===== config.mk =====
export PLATFORM = sky130hd
export DESIGN_NAME = rr_mux
export DESIGN_NICKNAME = d
export VERILOG_FILES = /design/src/rtl/rr_mux.sv
export SDC_FILE = /design/constraint.sdc
export NUM_CORES = 1
export LEC_CHECK = 0
export CORE_MARGIN = 5
export CORE_UTILIZATION = 37
export DETAILED_ROUTE_END_ITERATION = 7
export PLACE_DENSITY = 0.87
export REMOVE_ABC_BUFFERS = 1
export SYNTH_ARGS = -nofsm -noshare
export SYNTH_HDL_FRONTEND = slang
export SYNTH_SLANG_ARGS = --single-unit

===== constraint.sdc =====
create_clock -name clock -period 5.7 [get_ports clock]
set_input_delay 0.855 -clock clock [delete_from_list [all_inputs] [get_ports clock]]
set_output_delay 0.855 -clock clock [all_outputs]
set_load 0.05 [all_outputs]

===== src/rtl/rr_mux.sv =====
// rr_mux: N-channel round-robin multiplexer with a registered output stage and valid/ready handshakes.
// Define RR_MUX_FIXED_PRIO_EN to build it with fixed lowest-index-first priority and no rotating pointer.
module rr_mux #(
    parameter int WIDTH    = 32,
    parameter int CHANNELS = 4,
    parameter int SEL_W    = $clog2(CHANNELS)
) (
    input  logic                      clock,
    input  logic                      reset,
    input  logic [CHANNELS-1:0]       in_valid,
    input  logic [CHANNELS*WIDTH-1:0] in_data,
    output logic [CHANNELS-1:0]       in_ready,
    output logic                      out_valid,
    output logic [WIDTH-1:0]          out_data,
    output logic [SEL_W-1:0]          out_sel,
    input  logic                      out_ready
);

    // Handshakes: a word moves on a channel when in_valid[i] && in_ready[i] at a rising clock edge.
    // The output word is consumed when out_valid && out_ready at a rising clock edge.

    logic             out_valid_q, out_valid_d;
    logic [WIDTH-1:0] out_data_q, out_data_d;
    logic [SEL_W-1:0] out_sel_q, out_sel_d;

    logic             free;
    logic             found;
    logic [SEL_W-1:0] winner;
    logic [SEL_W-1:0] start;
    logic             accept;

`ifdef RR_MUX_FIXED_PRIO_EN
    assign start = '0;
`else
    logic [SEL_W-1:0] ptr_q, ptr_d;
    assign start = ptr_q;
`endif

    assign free   = !out_valid_q || out_ready;
    assign accept = found && free;

    // Search from start upward; the modulo keeps the index inside 0..CHANNELS-1.
    always_comb begin
        int idx;
        found  = 1'b0;
        winner = '0;
        idx    = 0;
        for (int k = 0; k < CHANNELS; k++) begin
            idx = int'(start) + k;
            if (idx >= CHANNELS) begin
                idx = idx - CHANNELS;
            end
            if (!found && in_valid[idx]) begin
                found  = 1'b1;
                winner = SEL_W'(idx);
            end
        end
    end

    // No handshake may complete while reset is held.
    always_comb begin
        in_ready = '0;
        if (accept && !reset) begin
            in_ready[winner] = 1'b1;
        end
    end

    always_comb begin
        out_valid_d = out_valid_q;
        out_data_d  = out_data_q;
        out_sel_d   = out_sel_q;
        if (accept) begin
            out_valid_d = 1'b1;
            out_data_d  = in_data[int'(winner)*WIDTH +: WIDTH];
            out_sel_d   = winner;
        end else if (out_valid_q && out_ready) begin
            out_valid_d = 1'b0;
        end
    end

`ifndef RR_MUX_FIXED_PRIO_EN
    always_comb begin
        ptr_d = ptr_q;
        if (accept) begin
            if (int'(winner) == CHANNELS - 1) begin
                ptr_d = '0;
            end else begin
                ptr_d = winner + 1'b1;
            end
        end
    end

    always_ff @(posedge clock or posedge reset) begin
        if (reset) begin
            ptr_q <= '0;
        end else begin
            ptr_q <= ptr_d;
        end
    end
`endif

    always_ff @(posedge clock or posedge reset) begin
        if (reset) begin
            out_valid_q <= 1'b0;
            out_data_q  <= '0;
            out_sel_q   <= '0;
        end else begin
            out_valid_q <= out_valid_d;
            out_data_q  <= out_data_d;
            out_sel_q   <= out_sel_d;
        end
    end

    assign out_valid = out_valid_q;
    assign out_data  = out_data_q;
    assign out_sel   = out_sel_q;

endmodule


# Word level (Yosys, flattened, before mapping)
# Cells that the tools add are included.
# totals
regBits	37
input_bits	135
out_inout_bits	39
elab_cells	68
# op_classes
add_sub_neg	8
magnitude_cmp	10
eq_ne	1
shift	1
mux	30
reduce_logical	14
# op_table
operator	n
32-bit by 4-bit less-than comparator with 1-bit output, second input constant	4
32-bit 2-to-1 mux	4
128-bit by 8-bit indexed part select with 32-bit output	1
1-bit 2-to-1 mux	15
3-bit by 3-bit subtractor with 4-bit output, second input constant	3
2-bit 2-to-1 mux	5
3-bit greater-or-equal comparator, second input constant	3
1-bit binary-select mux with 2-bit select	4
1-bit logical AND	7
2-bit by 2-bit adder with 3-bit output, second input constant	2
1-bit zero test	5
4-bit 2-to-1 mux	1
2-bit by 3-bit subtractor with 4-bit output, second input constant	1
2-bit by 1-bit adder with 3-bit output, second input constant	1
2-bit by 3-bit greater-or-equal comparator with 1-bit output, second input constant	1
2-bit by 3-bit less-than comparator with 1-bit output, second input constant	1
2-bit by 1-bit adder with 2-bit output, second input constant	1
1-bit demux with 2-bit select	1
2-bit by 1-bit equality test with 1-bit output, second input constant	1
2-bit by 1-bit greater-or-equal comparator with 1-bit output, second input constant	1
2-bit nonzero test	1
1-bit logical OR	1

# Depth between registers and ports, before layout
# logic_depth
depth_word	20
depth_mapped	7
depth_no_buf	6

# Least setup slack after synthesis
# Ideal clock, no wire load.
# synth_timing
path_type	input-to-output
from	in out_ready
to	out in_ready[2]
t_arrival_ns	3.040
t_required_ns	4.845
path_slack_ns	1.805
cell_stages	5
n_path_buf	2
path_cell_list	nand2b_1 -> o41ai_1 -> buf_2 -> buf_4 -> nor4b_1
# synth_via
elab_chain_len	4
# synth_rtl
item	line_no	source
from (decl)	16	input logic out_ready
1-bit logical OR	39	assign free = !out_valid_q || out_ready;
1-bit logical AND	40	assign accept = found && free;
1-bit logical AND	63	if (accept && !reset) begin
4-bit 2-to-1 mux	63	
to (decl)	12	output logic [CHANNELS-1:0] in_ready,
# Every way passes these cells.

# Worst setup path in the final report
# layout_timing
from	in in_valid[2]
to	out in_ready[3]
# layout_via
elab_chain_len	18
word_cells_on_any_way	34
classes_between	2 x order compare; 23 x mux; 9 x reduce/logical
# layout_rtl
item	line_no	source
from (decl)	10	input logic [CHANNELS-1:0] in_valid,
1-bit binary-select mux with 2-bit select	53	if (!found && in_valid[idx]) begin
1-bit 2-to-1 mux (not written as such) (2 in series)	53	
1-bit 2-to-1 mux	53	
1-bit zero test	53	
1-bit logical AND	53	
1-bit 2-to-1 mux	53	
1-bit zero test	53	
1-bit logical AND	53	
1-bit 2-to-1 mux	53	
1-bit zero test	53	
1-bit logical AND	53	
2-bit 2-to-1 mux	53	
2-bit by 3-bit less-than comparator with 1-bit output (not written as such) or 2-bit by 1-bit greater-or-equal comparator with 1-bit output (tied branches)	64	in_ready[winner] = 1'b1;
1-bit logical AND (not written as such)	64	
1-bit 2-to-1 mux (not written as such)	64	
1-bit demux with 2-bit select	64	
4-bit 2-to-1 mux (*)	63	
# Every way passes the cells marked *; elsewhere a longest branch is shown, timed or not. The select of a mux whose other input is x is not followed.

==> impl_metrics.yaml <==
status:
  status: "completed"
clock_tree:
  root_buffer: "clkbuf_8"
  post_cts_buffers: 0
  clockBufferDepth: 2
  htreeDepth: 2
  cts.clk_slew.worst_paths_ns: 0.08
  clk_latency_ns: 0.29
  clock-sinks: 37
  cts_resized: 0
  holdBufCountCts: 0
  cts_tree: "yes"
  numCtsBuffers: 5
logic_synthesis:
  avgSynthCellArea_sq_um: 10.6
  ys_warn_count: 0
  synth_area_leaders: "dfrtp_1, mux2i_1, a22oi_1"
  synthSimpleGateAreaFrac_pct: 9.66
  synth-xor-area-share_pct: 0
  synth_mux_area_share_pct: 14.4
  ys_ff_latch: 37
  synth_edf_count: 0
  synth-adder-area-share_pct: 0.525
  synth_top_family_by_area: "compound AO/OA/AOI/OAI gates"
  yosys.area.top_type_share_pct: 38.9
  syn_area_sq_um: 2380
  synth_compound_area_share_pct: 30.1
  synth_top_cell_by_area: "dfrtp_1"
  synth_cell_types: 35
  synthArstFlopShare_pct: 100
  synth_cells: 225
  synth_seq_area_share_pct: 38.9
  ys.flop_type: "dfrtp_1"
sta:
  max_slew_margin_pct: 59.2
  rsz0062_at_grt: "no"
  fmax_ghz: 0.239
  tightest_slew_ns: 0.606
  min_period_ns: 4.18
  tns_ns: 0
  finalSetupViolCount: 0
  finalHoldViolations: 0
  fin_crit_sh_pct: 73.4
  maxSlewViolCount: 0
  fin_ws_ns: 1.52
  fin_skew_ns: 0.00969
  whs_ns: 0.489
power:
  power.density_nw_per_um2: 441
  cellLeakagePower_nw: 1.71
  ir_drop_mv: 0.308
  finalPower_w: 0.00185
cells_and_area:
  area.growth.synth_to_final_pct: 76.7
  diodes: 0
  layout-drive-gt1-share_pct: 8.18
  finalNetCount: 526
  stdcell_area_sq_um: 4210
floorplanning:
  die_h_um: 90.2
  ios: 174
  start_util_pct: 37.7
  die_w_um: 90.2
  row_count: 29
  core_sq_um: 6310
  die_area_sq_um: 8140
place:
  place_hpwl_mm: 6.69
  port_buffers: 173
  gp_congestion: 0.832
  placed_cell_area_sq_um: 4130
  dp_slack_ns: 1.56
min_path:
  min_path_type: "flip-flop to flip-flop"
worst_setup_path:
  worstPathCellList: "clkdlybuf4s50_1, and2b_4, a311oi_1, nor2_1, ha_1, nor3b_1, clkdlybuf4s50_1"
  cp_max_fo: 7
  crit_path_end_kind: "output port"
  critPathBufInv: 2
  required_ns: 4.85
  cpLargestDelayFamily: "buffers and inverters"
  cpMostUsedCell: "clkdlybuf4s50_1"
  cp.arrival_ns: 3.33
  worst_path_max_delay_cell: "clkdlybuf4s50_1"
  criticalPathCategory: "input port to output port"
  startpoint_type: "input port"
  cpPeakStageDelay_ns: 0.73
grt:
  grt_usage_pct: 21.1
  top_usage_layer: "met2"
  grt_max_degree: 44
  grt_pass1_vias: 2770
  use_met2_pct: 37.4
  use_met1_pct: 23.2
  antenna_found_initial: 0
  grt_pass1_wl_mm: 14.1
  met3_usage_pct: 7.85
  grt_overflow: 0
route:
  drc: 0
  via_per_inst: 5.45
  wirelength_mm: 8.75
  wl_per_cell_um: 18.7
  antenna_left: 0
  via_count: 2551
  firstDrtPassIters: 4
  drt_iter0_markers: 88
flow_run:
  cap_violations: 0
## final timing paths
path                                          from                       end  slack, ns  depth (start not counted)
setup reg to reg              ptr_q[1]$_DFFE_PP0P_  out_data[31]$_DFFE_PP0P_       3.36                          5
setup / recovery                       in_valid[2]               in_ready[3]       1.52                          7
max in group asynchronous                    reset  out_data[20]$_DFFE_PP0P_       4.20                          3
min in group asynchronous                    reset     out_valid$_DFFE_PP0P_       0.84                          2
hold reg to reg            out_data[1]$_DFFE_PP0P_   out_data[1]$_DFFE_PP0P_       0.49                          2
hold / removal             out_data[1]$_DFFE_PP0P_   out_data[1]$_DFFE_PP0P_       0.49                          2
## flip-flops by register name, indices dropped and copies added (netlist names)
signal     flops
out_data      32
out_valid      1
out_sel        2
ptr_q          2
## through the flow
step | cells | utilization (%)
final | 468 | 66.7
after global routing | 468 | 66.7
after CTS | 468 | 66.7
after detailed placement | 460 | 65.4
after global placement | 460 | 65.4
after floorplan | 203 | -
## per-layer routing
metal,wire length [um],vias up
li1,-,1211
met1,3280,1202
met2,4580,124
met3,776,14
met4,112,0
met5,0,-
## report_power, final
group	switching (W)	internal [W]	total, W
Combinational	0.000744	0.000476	0.00122
Clock	0.0000941	0.0000848	0.000179
Sequential	0.0000778	0.000377	0.000455
Total	0.000916	0.000938	0.00185
## cell families after synthesis
family                     count (synthesis)
adders and majority gates                  1
buffers and inverters                     25
AOI/OAI and AO/OA                         77
and+or+nand+nor                           51
DFF                                       37
muxes                                     34
## layout make-up
| type | instances | area (sq um) |
|---|---|---|
| sequential | 37 | 926 |
| timing repair buffer | 180 | 1780 |
| tap | 77 | 96.3 |
| clock buffer | 6 | 72.6 |
| multi-input combinational | 163 | 1310 |
| clock inverter | 2 | 10.0 |
| fill | 512 | 2100 |
| inverter | 3 | 11.3 |
## tightest hold or removal path: cells and delay by family (launching register included)
kind,cells,cell delay [ns]
and+or+nand+nor,1,0.05
AOI/OAI and AO/OA,1,0.06
DFF,1,0.34
## synthesized netlist by cell type, types with 2 or more instances
cell	n
a22oi_1	31
o221ai_1	21
clkbuf_1	5
o221ai_2	10
mux2i_1	32
buf_6	6
nor2_1	3
nor2b_1	2
mux2_2	2
a21oi_1	2
nand2_1	36
nor3b_1	3
buf_2	9
nand2b_1	3
inv_1	3
o211a_1	2
dfrtp_1	37
## cell usage in the layout, fill, tap and decap left out, types with 3 or more instances in the layout
cell type	synthesis	routed
nand2_1	36	36
nor2_1	3	3
nor3b_1	3	3
buf_4	1	7
nand2b_1	3	3
clkbuf_8	0	5
o221ai_2	10	10
dfrtp_1	37	37
clkdlybuf4s50_1	0	173
o221ai_1	21	21
inv_1	3	3
a22oi_1	31	31
mux2i_1	32	32
Note: power is estimated with default switching activity, not from simulation.
